<file path="src/rtl/alu_issue_if.sv">
// rtl/alu_issue_if.sv - handshake, ALU and result-record signals of the ALU issue stage
// slave is the issue stage; master is the surrounding pipeline plus ALU.
interface alu_issue_if;
  logic        in_valid;
  logic        in_ready;
  logic [31:0] in_insn;
  logic [31:0] in_rs1;
  logic [31:0] in_rs2;
  logic [31:0] in_pc;
  logic [31:0] alu_v1;
  logic [31:0] alu_v2;
  logic [3:0]  alu_fn;
  logic [31:0] alu_out;
  logic        alu_zero;
  logic        alu_negative;
  logic        out_valid;
  logic        out_ready;
  logic [4:0]  out_rd;
  logic        out_we;
  logic [31:0] out_wdata;
  logic        out_taken;
  logic [31:0] out_target;
  logic        out_illegal;

  modport slave (
    input  in_valid, in_insn, in_rs1, in_rs2, in_pc,
    input  alu_out, alu_zero, alu_negative, out_ready,
    output in_ready, alu_v1, alu_v2, alu_fn,
    output out_valid, out_rd, out_we, out_wdata, out_taken, out_target, out_illegal
  );

  modport master (
    output in_valid, in_insn, in_rs1, in_rs2, in_pc,
    output alu_out, alu_zero, alu_negative, out_ready,
    input  in_ready, alu_v1, alu_v2, alu_fn,
    input  out_valid, out_rd, out_we, out_wdata, out_taken, out_target, out_illegal
  );
endinterface

</file>
<file path="src/rtl/alu_issue.sv">
// rtl/alu_issue.sv - RV32I OP/OP-IMM/BRANCH issue stage around a combinational ALU
// Latches one instruction, drives the ALU for one cycle, then holds the result record.
module alu_issue #(
  parameter bit BACK2BACK = 1'b1
) (
  input  logic    clk,
  input  logic    rst_n,
  alu_issue_if.slave bus
);

  typedef enum logic [1:0] {
    ST_IDLE = 2'd0,
    ST_EXEC = 2'd1,
    ST_DONE = 2'd2
  } state_t;

  localparam logic [6:0] OPC_OP     = 7'b0110011;
  localparam logic [6:0] OPC_OP_IMM = 7'b0010011;
  localparam logic [6:0] OPC_BRANCH = 7'b1100011;

  state_t      state_q, state_d;
  logic [31:0] insn_q, insn_d;
  logic [31:0] rs1_q, rs1_d;
  logic [31:0] rs2_q, rs2_d;
  logic [31:0] pc_q, pc_d;
  logic [4:0]  rd_q, rd_d;
  logic        we_q, we_d;
  logic [31:0] wdata_q, wdata_d;
  logic        taken_q, taken_d;
  logic [31:0] target_q, target_d;
  logic        illegal_q, illegal_d;

  logic [6:0]  opcode;
  logic [2:0]  funct3;
  logic [6:0]  funct7;
  logic [31:0] imm_i;
  logic [31:0] imm_b;
  logic [31:0] v1;
  logic [31:0] v2;
  logic [3:0]  fn;
  logic        dec_illegal;
  logic        is_alu;
  logic        is_branch;
  logic        sign_diff;
  logic        br_lt;
  logic        br_ltu;
  logic        br_taken;
  logic        in_ready;
  logic        accept;

  assign opcode = insn_q[6:0];
  assign funct3 = insn_q[14:12];
  assign funct7 = insn_q[31:25];
  assign imm_i  = {{20{insn_q[31]}}, insn_q[31:20]};
  assign imm_b  = {{19{insn_q[31]}}, insn_q[31], insn_q[7], insn_q[30:25], insn_q[11:8], 1'b0};

  always_comb begin
    v1          = rs1_q;
    v2          = rs2_q;
    fn          = {1'b0, funct3};
    dec_illegal = 1'b0;
    is_alu      = 1'b0;
    is_branch   = 1'b0;
    unique case (opcode)
      OPC_OP: begin
        is_alu = 1'b1;
        if (funct7 == 7'b0100000 && funct3 == 3'b000) begin
          fn = 4'd8;
        end else if (funct7 != 7'b0000000) begin
          dec_illegal = 1'b1;
        end
      end
      OPC_OP_IMM: begin
        is_alu = 1'b1;
        v2     = imm_i;
        // Shift-immediates only accept a clean upper field; SRAI is not supported.
        if ((funct3 == 3'b001 || funct3 == 3'b101) && funct7 != 7'b0000000) begin
          dec_illegal = 1'b1;
        end
      end
      OPC_BRANCH: begin
        is_branch = 1'b1;
        fn        = 4'd8;
        if (funct3 == 3'b010 || funct3 == 3'b011) begin
          dec_illegal = 1'b1;
        end
      end
      default: dec_illegal = 1'b1;
    endcase
  end

  // With differing signs the subtraction can overflow, so the MSBs decide directly.
  assign sign_diff = rs1_q[31] ^ rs2_q[31];
  assign br_lt     = sign_diff ? rs1_q[31] : bus.alu_negative;
  assign br_ltu    = sign_diff ? rs2_q[31] : bus.alu_negative;

  always_comb begin
    br_taken = 1'b0;
    case (funct3)
      3'b000:  br_taken = bus.alu_zero;
      3'b001:  br_taken = ~bus.alu_zero;
      3'b100:  br_taken = br_lt;
      3'b101:  br_taken = ~br_lt;
      3'b110:  br_taken = br_ltu;
      3'b111:  br_taken = ~br_ltu;
      default: br_taken = 1'b0;
    endcase
  end

  always_comb begin
    in_ready = 1'b0;
    case (state_q)
      ST_IDLE: in_ready = 1'b1;
      ST_DONE: in_ready = BACK2BACK ? bus.out_ready : 1'b0;
      default: in_ready = 1'b0;
    endcase
    in_ready = in_ready & rst_n;
  end

  assign accept = in_ready & bus.in_valid;

  always_comb begin
    state_d   = state_q;
    insn_d    = insn_q;
    rs1_d     = rs1_q;
    rs2_d     = rs2_q;
    pc_d      = pc_q;
    rd_d      = rd_q;
    we_d      = we_q;
    wdata_d   = wdata_q;
    taken_d   = taken_q;
    target_d  = target_q;
    illegal_d = illegal_q;
    if (accept) begin
      insn_d = bus.in_insn;
      rs1_d  = bus.in_rs1;
      rs2_d  = bus.in_rs2;
      pc_d   = bus.in_pc;
    end
    case (state_q)
      ST_IDLE: begin
        if (accept) state_d = ST_EXEC;
      end
      ST_EXEC: begin
        rd_d      = insn_q[11:7];
        illegal_d = dec_illegal;
        we_d      = ~dec_illegal & is_alu & (insn_q[11:7] != 5'd0);
        wdata_d   = dec_illegal ? 32'd0 : bus.alu_out;
        taken_d   = ~dec_illegal & is_branch & br_taken;
        target_d  = (~dec_illegal & is_branch) ? (pc_q + imm_b) : 32'd0;
        state_d   = ST_DONE;
      end
      ST_DONE: begin
        if (bus.out_ready) state_d = accept ? ST_EXEC : ST_IDLE;
      end
      default: state_d = ST_IDLE;
    endcase
  end

  always_ff @(posedge clk or negedge rst_n) begin
    if (!rst_n) begin
      state_q   <= ST_IDLE;
      insn_q    <= 32'd0;
      rs1_q     <= 32'd0;
      rs2_q     <= 32'd0;
      pc_q      <= 32'd0;
      rd_q      <= 5'd0;
      we_q      <= 1'b0;
      wdata_q   <= 32'd0;
      taken_q   <= 1'b0;
      target_q  <= 32'd0;
      illegal_q <= 1'b0;
    end else begin
      state_q   <= state_d;
      insn_q    <= insn_d;
      rs1_q     <= rs1_d;
      rs2_q     <= rs2_d;
      pc_q      <= pc_d;
      rd_q      <= rd_d;
      we_q      <= we_d;
      wdata_q   <= wdata_d;
      taken_q   <= taken_d;
      target_q  <= target_d;
      illegal_q <= illegal_d;
    end
  end

  assign bus.in_ready    = in_ready;
  assign bus.alu_v1      = v1;
  assign bus.alu_v2      = v2;
  assign bus.alu_fn      = fn;
  assign bus.out_valid   = (state_q == ST_DONE);
  assign bus.out_rd      = rd_q;
  assign bus.out_we      = we_q;
  assign bus.out_wdata   = wdata_q;
  assign bus.out_taken   = taken_q;
  assign bus.out_target  = target_q;
  assign bus.out_illegal = illegal_q;

endmodule
</file>
<file path="src/flat_wrapper.sv">
// flat-port wrapper written by rule: the top's interface ports become plain ports
module alu_issue_flat 
#(
  parameter bit BACK2BACK = 1'b1
)
  (clk, rst_n, bus_in_valid, bus_in_insn, bus_in_rs1, bus_in_rs2, bus_in_pc, bus_alu_out, bus_alu_zero, bus_alu_negative, bus_out_ready, bus_in_ready, bus_alu_v1, bus_alu_v2, bus_alu_fn, bus_out_valid, bus_out_rd, bus_out_we, bus_out_wdata, bus_out_taken, bus_out_target, bus_out_illegal);
  alu_issue_if bus_i ();
  input  logic clk;
  input  logic rst_n;
  input wire logic [$bits(bus_i.in_valid)-1:0] bus_in_valid;
  input wire logic [$bits(bus_i.in_insn)-1:0] bus_in_insn;
  input wire logic [$bits(bus_i.in_rs1)-1:0] bus_in_rs1;
  input wire logic [$bits(bus_i.in_rs2)-1:0] bus_in_rs2;
  input wire logic [$bits(bus_i.in_pc)-1:0] bus_in_pc;
  input wire logic [$bits(bus_i.alu_out)-1:0] bus_alu_out;
  input wire logic [$bits(bus_i.alu_zero)-1:0] bus_alu_zero;
  input wire logic [$bits(bus_i.alu_negative)-1:0] bus_alu_negative;
  input wire logic [$bits(bus_i.out_ready)-1:0] bus_out_ready;
  output wire logic [$bits(bus_i.in_ready)-1:0] bus_in_ready;
  output wire logic [$bits(bus_i.alu_v1)-1:0] bus_alu_v1;
  output wire logic [$bits(bus_i.alu_v2)-1:0] bus_alu_v2;
  output wire logic [$bits(bus_i.alu_fn)-1:0] bus_alu_fn;
  output wire logic [$bits(bus_i.out_valid)-1:0] bus_out_valid;
  output wire logic [$bits(bus_i.out_rd)-1:0] bus_out_rd;
  output wire logic [$bits(bus_i.out_we)-1:0] bus_out_we;
  output wire logic [$bits(bus_i.out_wdata)-1:0] bus_out_wdata;
  output wire logic [$bits(bus_i.out_taken)-1:0] bus_out_taken;
  output wire logic [$bits(bus_i.out_target)-1:0] bus_out_target;
  output wire logic [$bits(bus_i.out_illegal)-1:0] bus_out_illegal;
  assign bus_i.in_valid = bus_in_valid;
  assign bus_i.in_insn = bus_in_insn;
  assign bus_i.in_rs1 = bus_in_rs1;
  assign bus_i.in_rs2 = bus_in_rs2;
  assign bus_i.in_pc = bus_in_pc;
  assign bus_i.alu_out = bus_alu_out;
  assign bus_i.alu_zero = bus_alu_zero;
  assign bus_i.alu_negative = bus_alu_negative;
  assign bus_i.out_ready = bus_out_ready;
  assign bus_in_ready = bus_i.in_ready;
  assign bus_alu_v1 = bus_i.alu_v1;
  assign bus_alu_v2 = bus_i.alu_v2;
  assign bus_alu_fn = bus_i.alu_fn;
  assign bus_out_valid = bus_i.out_valid;
  assign bus_out_rd = bus_i.out_rd;
  assign bus_out_we = bus_i.out_we;
  assign bus_out_wdata = bus_i.out_wdata;
  assign bus_out_taken = bus_i.out_taken;
  assign bus_out_target = bus_i.out_target;
  assign bus_out_illegal = bus_i.out_illegal;
  alu_issue #(.BACK2BACK(BACK2BACK)) u_core (.clk(clk), .rst_n(rst_n), .bus(bus_i));
endmodule
</file>
<file path="config.mk">
export PLATFORM = sky130hd
export DESIGN_NAME = alu_issue_flat
export DESIGN_NICKNAME = d
export VERILOG_FILES = /design/src/rtl/alu_issue_if.sv /design/src/rtl/alu_issue.sv /design/src/flat_wrapper.sv
export SDC_FILE = /design/constraint.sdc
export NUM_CORES = 1
export LEC_CHECK = 0
export CAP_MARGIN = 15
export CORE_MARGIN = 2
export CORE_UTILIZATION = 58
export CTS_CLUSTER_SIZE = 20
export DETAILED_ROUTE_END_ITERATION = 10
export DONT_BUFFER_PORTS = 1
export PLACE_DENSITY = 0.76
export SLEW_MARGIN = 30
export SYNTH_ARGS = -nofsm -noshare
export SYNTH_HDL_FRONTEND = slang
export SYNTH_SLANG_ARGS = --single-unit
</file>
<file path="constraint.sdc">
create_clock -name clk -period 2.9 [get_ports clk]
set_clock_uncertainty 0.15 [all_clocks]
set_input_delay 0.435 -clock clk [delete_from_list [all_inputs] [get_ports clk]]
set_output_delay 0.435 -clock clk [all_outputs]
set_load 0.02 [all_outputs]
</file>
==> summary.txt, run 1 <==
Run status
  – Status: complete, but fails checks
  – Failing checks: negative hold slack

Timing
  – Final setup fails: 0
  – Final Hold Vio Count: 197
  – PnR worst setup slack: 102 ps
  – Rel. slew slack: 0.530
  – FMAX: 357 MHz
  – Slew @ Worst Pin: 705 ps
  – Worst hold slack: -450 ps
  – Crit share post-route: 0.965
  – Unrepaired setup endpoints after global routing: no
  – Max Slew Vio Count: 0
  – Final min period: 2800 ps

Drt
  – Via-to-Cell Ratio: 5.75
  – Met1 WL: 10800 µm
  – Met3 WL: 2240 µm
  – Top Layer Used: met4
  – Post-Route WL: 28000 µm
  – Vias: 8166
  – Wire length per cell: 19.7 µm
  – Wire length on met2: 14200 µm
  – Pre-antenna DRT Iters: 5
  – Drt initial violations: 464
  – Final ANT Viol Nets: 0
  – Drt drc: 0

Synth
  – Post-synthesis net count: 1236
  – Seq/Total Area, Yosys: 0.524
  – Asr flop ratio synth: 1.00
  – Ranking of synthesized cells by area: dfrtp_1, nand2_1, ha_1, a22o_1, a21o_1
  – Synth Flop Type: dfrtp_1
  – FF+latch count, synth: 197
  – Syn Inst Count: 1039
  – Share of the synthesized area in the top cell type: 0.524
  – Mapped Area: 9410 µm²
  – Synth Warn #: 0
  – Mean Syn Cell Area: 9.05 µm²
  – Yosys top cell by area: dfrtp_1
  – Post-synth cell types: 56
  – Count of flip-flops with a built-in enable after synthesis: 0

Worst setup path
  – Crit Path Class: reg2out
  – CP Data Required Time: 2320 ps
  – Critical Path Start Type: register
  – Critical path peak fanout: 21
  – CP peak stage delay: 430 ps
  – CP max-delay cell: dfrtp_1
  – CP arrival: 2210 ps
  – CP endpoint kind: primary output
  – Worst path cell trace: nor4bb_4 > nand3b_1 > or2_4 > buf_4 > a21o_1

Global route
  – First-pass GRT wire length: 43500 µm
  – Initial antenna violation count: 3
  – GRT overflow: 0
  – Vias in the first global route: 8359
  – All-layer global routing usage: 0.318
  – Largest net degree at the start of global routing: 199

Pwr
  – Pwr Total: 8.41 mW
  – Maximum vdd ir drop: 0.000437 V
  – LEAKAGE: 6.07 nW
  – Pwr dens: 693 nW/µm²

Clock tree
  – TritonCTS clock tree: built
  – Clock tree buffer depth: 2
  – Clock buffer count from CTS: 17
  – CTS root buffer: clkbuf_16
  – Clk_lat worst skew: 440 ps
  – H-Tree Depth: 4
  – CTS Sinks: 197
  – CTS clock-pin slew for the worst setup and hold paths: 80 ps

Final layout
  – Area growth syn-to-layout: 29.1%
  – Fin cells: 1421
  – Most frequent cells in the layout: nand2_1, dfrtp_1, dlygate4sd3_1, a21oi_1, a22o_1
  – Final Core Density: 0.764
  – Final nets: 1386
  – FILL cells: 1065
  – Area of the multi-input gates: 4420 µm²
  – Commonest non-fill, non-tap cell in the layout: nand2_1
  – Storage element area: 4930 µm²
  – Share of layout cells above drive strength 1: 0.0982

Worst hold path
  – Worst Hold Class: in2async

Placed design
  – Post-DP HPWL: 16900 µm
  – DP Cell Count: 1233
  – Pre-CTS setup slack: -29.1 ps
  – Routability cong.: 0.941
  – PortBufs: 0

Die
  – Cell Rows: 46
  – Die Ht: 131 µm
  – I/O pin count: 308
  – Floorplan die width: 131 µm
  – Die Area: 17300 µm²
  – Core Area: 15900 µm²
  – Starting Density: 0.592

Flow run
  – Max Cap Viol: 0
registers in the layout, summed over array words and instances, names as in the netlist:
register,count
u_core.pc_q,32
u_core.bus.out_taken,1
u_core.bus.out_rd,5
u_core.bus.out_illegal,1
u_core.rs2_q,32
u_core.bus.out_we,1
u_core.bus.out_wdata,32
u_core.state_q,2
u_core.insn_q,27
u_core.bus.out_target,32
u_core.bus.alu_v1,32
cell families (layout without fill, tap and decap cells):
logic type,Yosys count,count (layout),share of synthesized area
simple gates,509,509,0.222
flops,197,197,0.524
compound gates,196,196,0.147
buf+inv,72,235,0.0301
fa+ha+maj,32,32,0.0431
xor+xnor,22,22,0.0205
mux,11,11,0.0130
other cells,0,3,0
synthesized netlist by cell type, drive strengths merged (2+ instances only):
cell	instances
a22o	37
o31a	2
o21ai	36
nand2b	4
or3	9
a22oi	2
inv	13
nand3b	2
nand2	425
or4	3
clkbuf	54
a32o	3
xnor2	13
a211o	4
nor2	18
a21o	38
mux2	10
ha	30
o21bai	6
o21a	4
nand3	10
o211ai	2
o41ai	2
a211oi	4
dfrtp	197
o2111ai	2
nor3	6
nor2b	7
nor4	2
o31ai	7
and2	4
nand4	9
buf	5
a2111oi	2
a21oi	39
and3	4
xor2	9
path summary, 6_finish.rpt:
check | start | slack, ps | endpoint | depth (start not counted)
min reg2reg | u_core.pc_q[10] | 330 | u_core.pc_q[10] | 2
max | u_core.insn_q[3] | 100 | bus_alu_v2[28] | 5
min in group clk | bus_in_insn[11] | 10 | u_core.insn_q[11] | 2
min | rst_n | -450 | u_core.pc_q[19] | 0
max reg2reg | u_core.pc_q[9] | 130 | u_core.bus.out_target[25] | 9
max in group asynchronous | rst_n | 2780 | u_core.bus.out_target[23] | 0
through the flow:
stage                     TNS [ps]  area [µm²]
after CTS                     -154       11900
final                            0       12100
after global placement     -0.0713        9790
after floorplan                  0        9410
after global routing             0       12100
after detailed placement     -67.0        9790
area by class of cell:
| type | instances | share of cell area |
|---|---|---|
| multi-input combinational | 770 | 0.364 |
| clock inverter | 14 | 0.0131 |
| tap | 216 | 0.0223 |
| antenna | 3 | 0.000618 |
| inverter | 13 | 0.00422 |
| clock buffer | 18 | 0.0353 |
| sequential | 197 | 0.406 |
| timing repair buffer | 190 | 0.154 |
repair_timing:
item	in CTS	in global routing
endpoints found under the setup margin	25	31
endpoints found under the hold margin	346	198
buffers inserted	0	2
pin swaps	0	3
gates cloned	0	1
resized for setup	3	34
hold buffers	149	1
power breakdown:
part           switching [mW]  total (mW)  internal, mW
logic                    1.39        2.45          1.06
clock network            1.13        2.37          1.23
registers               0.482        3.60          3.12
total                    3.00        8.41          5.41
layer usage:
metal  vias to the layer above  GRT usage
li1                       3793          -
met1                      3963      0.376
met2                       347      0.550
met3                        63      0.101
met4                         0      0.107
met5                         -          0
critical path, delay by kind of cell, from the launching register on:
family,cells,cell delay (ps)
and+or+nand+nor,3,790
DFF,1,430
AOI/OAI and AO/OA,1,290
buffers and inverters,1,250
(Power assumes the default switching activity.)
==> inputs of run 2 (changes only) <==
ABC_AREA = 1   (was not set)
CELL_PAD_IN_SITES_DETAIL_PLACEMENT = 1   (was not set)
CELL_PAD_IN_SITES_GLOBAL_PLACEMENT = 1   (was not set)
CORE_UTILIZATION = 41   (was 58)
PLACE_DENSITY = not set   (was 0.76)
PLACE_DENSITY_LB_ADDON = 0.1   (was not set)
==> summary.txt, run 2 <==
Timing
  – Slew @ Worst Pin: 684 ps (was 705 ps)
  – Final Hold Vio Count: 197 (unchanged)
  – Fin Setup TNS: 0 ps (unchanged)
  – Final min period: 2660 ps (was 2800 ps)
  – Final setup fails: 0 (unchanged)
  – Worst hold slack: -457 ps (was -450 ps)
  – PnR worst setup slack: 244 ps (was 102 ps)
  – Max Slew Vio Count: 0 (unchanged)
  – Unrepaired setup endpoints after global routing: no (unchanged)
  – Rel. slew slack: 0.544 (was 0.530)
  – FMAX: 377 MHz (was 357 MHz)
  – Crit share post-route: 0.916 (was 0.965)

Global route
  – GRT overflow: 0 (unchanged)
  – First-pass GRT wire length: 52300 µm (was 43500 µm)
  – Largest net degree at the start of global routing: 199 (unchanged)
  – All-layer global routing usage: 0.247 (was 0.318)
  – Vias in the first global route: 10100 (was 8359)
  – Initial antenna violation count: 4 (was 3)

Synth
  – Synth Warn #: 0 (unchanged)
  – Share of the synthesized area in the top cell type: 0.476 (was 0.524)
  – Synth Flop Type: dfrtp_1 (unchanged)
  – Seq/Total Area, Yosys: 0.476 (was 0.524)
  – Most frequent cell after synthesis: nand2_1 (unchanged)
  – Count of flip-flops with a built-in enable after synthesis: 0 (unchanged)
  – Asr flop ratio synth: 1.00 (unchanged)
  – Post-synth top cells: nand2_1, dfrtp_1, inv_1, nor2_1, nand3_1 (was nand2_1, dfrtp_1, clkbuf_1, a21oi_1, a21o_1)
  – Post-synth cell types: 35 (was 56)
  – FF+latch count, synth: 197 (unchanged)
  – Ranking of synthesized cells by area: dfrtp_1, nand2_1, inv_1, ha_1, nand3_2 (was dfrtp_1, nand2_1, ha_1, a22o_1, a21o_1)
  – Syn Inst Count: 1396 (was 1039)
  – Post-synthesis net count: 1593 (was 1236)
  – Yosys top cell by area: dfrtp_1 (unchanged)
  – Mean Syn Cell Area: 7.42 µm² (was 9.05 µm²)
  – Mapped Area: 10400 µm² (was 9410 µm²)

Clock tree
  – TritonCTS clock tree: built (unchanged)
  – Clock tree buffer depth: 2 (unchanged)
  – Clock buffer count from CTS: 17 (unchanged)
  – CTS Sinks: 197 (unchanged)
  – CTS root buffer: clkbuf_16 (unchanged)
  – Hold buffers post-CTS: 154 (was 149)
  – Clk_lat worst skew: 440 ps (about the same)
  – Postcts setup bufs: 0 (unchanged)
  – CTS clock-pin slew for the worst setup and hold paths: 80 ps (about the same)
  – H-Tree Depth: 4 (unchanged)

Pwr
  – Comb power frac: 0.290 (was 0.291)
  – Switching Fraction: 0.389 (was 0.357)
  – Flop pwr share: 0.422 (was 0.428)
  – Clk pwr share: 0.288 (was 0.281)
  – Maximum vdd ir drop: 0.000315 V (was 0.000437 V)
  – LEAKAGE: 7.10 nW (was 6.07 nW)
  – Pwr dens: 659 nW/µm² (was 693 nW/µm²)
  – Pint: 5.18 mW (was 5.41 mW)
  – Switching pwr: 3.30 mW (was 3.00 mW)

Die
  – Cell Rows: 58 (was 46)
  – I/O pin count: 308 (unchanged)
  – Die Area: 26500 µm² (was 17300 µm²)
  – Floorplan die width: 163 µm (was 131 µm)
  – Starting Density: 0.415 (was 0.592)
  – Die Ht: 163 µm (was 131 µm)
  – Core Area: 25000 µm² (was 15900 µm²)

Flow run
  – Max Cap Viol: 0 (unchanged)

Run status
  – Status: complete, but fails checks (unchanged)
  – Failing checks: negative hold slack (unchanged)

Placed design
  – Post-DP HPWL: 21000 µm (was 16900 µm)
  – Routability cong.: 0.809 (was 0.941)
  – Pre-CTS setup slack: 386 ps (was -29.1 ps)
  – DP Cell Count: 1697 (was 1233)
  – PortBufs: 0 (unchanged)

Worst hold path
  – Worst Hold Class: in2async (unchanged)

Drt
  – Via-to-Cell Ratio: 4.93 (was 5.75)
  – Pre-antenna DRT Iters: 4 (was 5)
  – Final ANT Viol Nets: 0 (unchanged)
  – Drt drc: 0 (unchanged)
  – Drt initial violations: 682 (was 464)
  – Vias: 9302 (was 8166)
  – Post-Route WL: 32200 µm (was 28000 µm)
  – Wire length per cell: 17.0 µm (was 19.7 µm)

Worst setup path
  – CP endpoint kind: primary output (unchanged)
  – CP Data Required Time: 2320 ps (about the same)
  – CP arrival: 2070 ps (was 2210 ps)
  – Crit Path Class: reg2out (unchanged)
  – Critical Path Start Type: register (unchanged)
  – Critical path peak fanout: 37 (was 21)

Final layout
  – Fin cells: 1888 (was 1421)
  – Most frequent cells in the layout: nand2_1, dfrtp_1, dlygate4sd3_1, inv_1, nor2_1 (was nand2_1, dfrtp_1, dlygate4sd3_1, a21oi_1, a22o_1)
  – Final nets: 1737 (was 1386)
  – FILL cells: 3099 (was 1065)
  – Storage element area: 4930 µm² (about the same)
  – Share of layout cells above drive strength 1: 0.0644 (was 0.0982)
  – Area of the multi-input gates: 4700 µm² (was 4420 µm²)
  – Area growth syn-to-layout: 24.4% (was 29.1%)
  – Commonest non-fill, non-tap cell in the layout: nand2_1 (unchanged)
## run 2: changes by cell type in the layout (fill, tap and decap cells not counted), sizes merged, moves of 12 or more
| cell | change |
|---|---|
| a21o | -37 |
| nor2 | +38 |
| inv | +116 |
| buf | -21 |
| nand2 | +327 |
| a21oi | -16 |
| a22o | -28 |
| xnor2 | -12 |
| nand3 | +68 |
## run 2: metrics by stage
stage                     total power [mW]  hold slack (ps)  utilization  cell area (µm²)
after floorplan                       5.23            -10.6            -            10400
after global placement                5.82            -2.38        0.429            10700
after detailed placement              5.87           -0.761        0.429            10700
after CTS                             8.54             -478        0.515            12900
after global routing                  9.05             -490        0.516            12900
final                                 8.48             -457        0.516            12900
## run 2: path summary, 6_finish.rpt
| kind | startpoint | end | slack (ps) | cells after the start |
|---|---|---|---|---|
| max in group asynchronous | rst_n | u_core.pc_q[7] | 2810 | 0 |
| worst min-delay path | rst_n | u_core.bus.out_target[22] | -460 | 0 |
| worst min register to register | u_core.rs2_q[8] | u_core.rs2_q[8] | 330 | 2 |
| min in group clk | bus_in_insn[30] | u_core.insn_q[30] | 10 | 2 |
| worst max-delay path | u_core.insn_q[3] | bus_alu_v2[10] | 240 | 6 |
| worst max register to register | u_core.insn_q[31] | u_core.bus.out_target[31] | 360 | 11 |
## run 2: kinds of logic (layout without fill, tap and decap cells)
kind of cell             count (synthesis)  count (layout)  share of synthesized area
buffers and inverters                  178             335                     0.0701
adder cells (fa/ha/maj)                 31              31                     0.0382
XOR/XNOR                                15              15                     0.0127
AO/OA/AOI/OAI                           70              70                     0.0422
flip-flops                             197             197                      0.476
other                                    0               5                          0
AND/OR/NAND/NOR                        905             905                      0.361
## run 2: metal layers
layer / GRT usage / share of wire / vias to the layer above
met1: 0.327 / 0.45 / 4449
met2: 0.405 / 0.47 / 249
met3: 0.0629 / 0.062 / 34
met5: 0 / 0 / -
met4: 0.0615 / 0.014 / 0
li1: - / - / 4570
## run 2: cell type report
type	instances	share of cell area
multi-input combinational	1021	0.365
clock buffer	19	0.0344
timing repair buffer	173	0.134
sequential	197	0.383
antenna	5	0.000972
clock inverter	13	0.0121
tap	330	0.0321
inverter	130	0.0383
## run 2: power groups by stage
| stage | clock network (mW) | logic (mW) | registers, mW |
|---|---|---|---|
| final | 2.44 | 2.46 | 3.58 |
| after CTS | 2.52 | 2.45 | 3.57 |
| after global placement | 0 | 2.20 | 3.61 |
| after detailed placement | 0 | 2.25 | 3.62 |
| after global routing | 2.62 | 2.81 | 3.62 |
| after floorplan | 0 | 1.71 | 3.53 |
## run 2: timing repair
action                                  CTS  global route
resized for setup                         0             2
endpoints found under the hold margin   351           197
endpoints found under the setup margin    0             6
## run 2: critical path, cell delays in order (launching register included)
cell     delay [ps]
dfrtp_1         390
nor2_1          150
nand3_2         140
nor3_4          270
inv_4           230
o21ai_0         260
buf_4           190
==> inputs of run 3 (changes only) <==
SLEW_MARGIN = 20   (was 30)
==> results of run 3 <==
The final DEF is identical to that of run 2; final timing and power are the same.
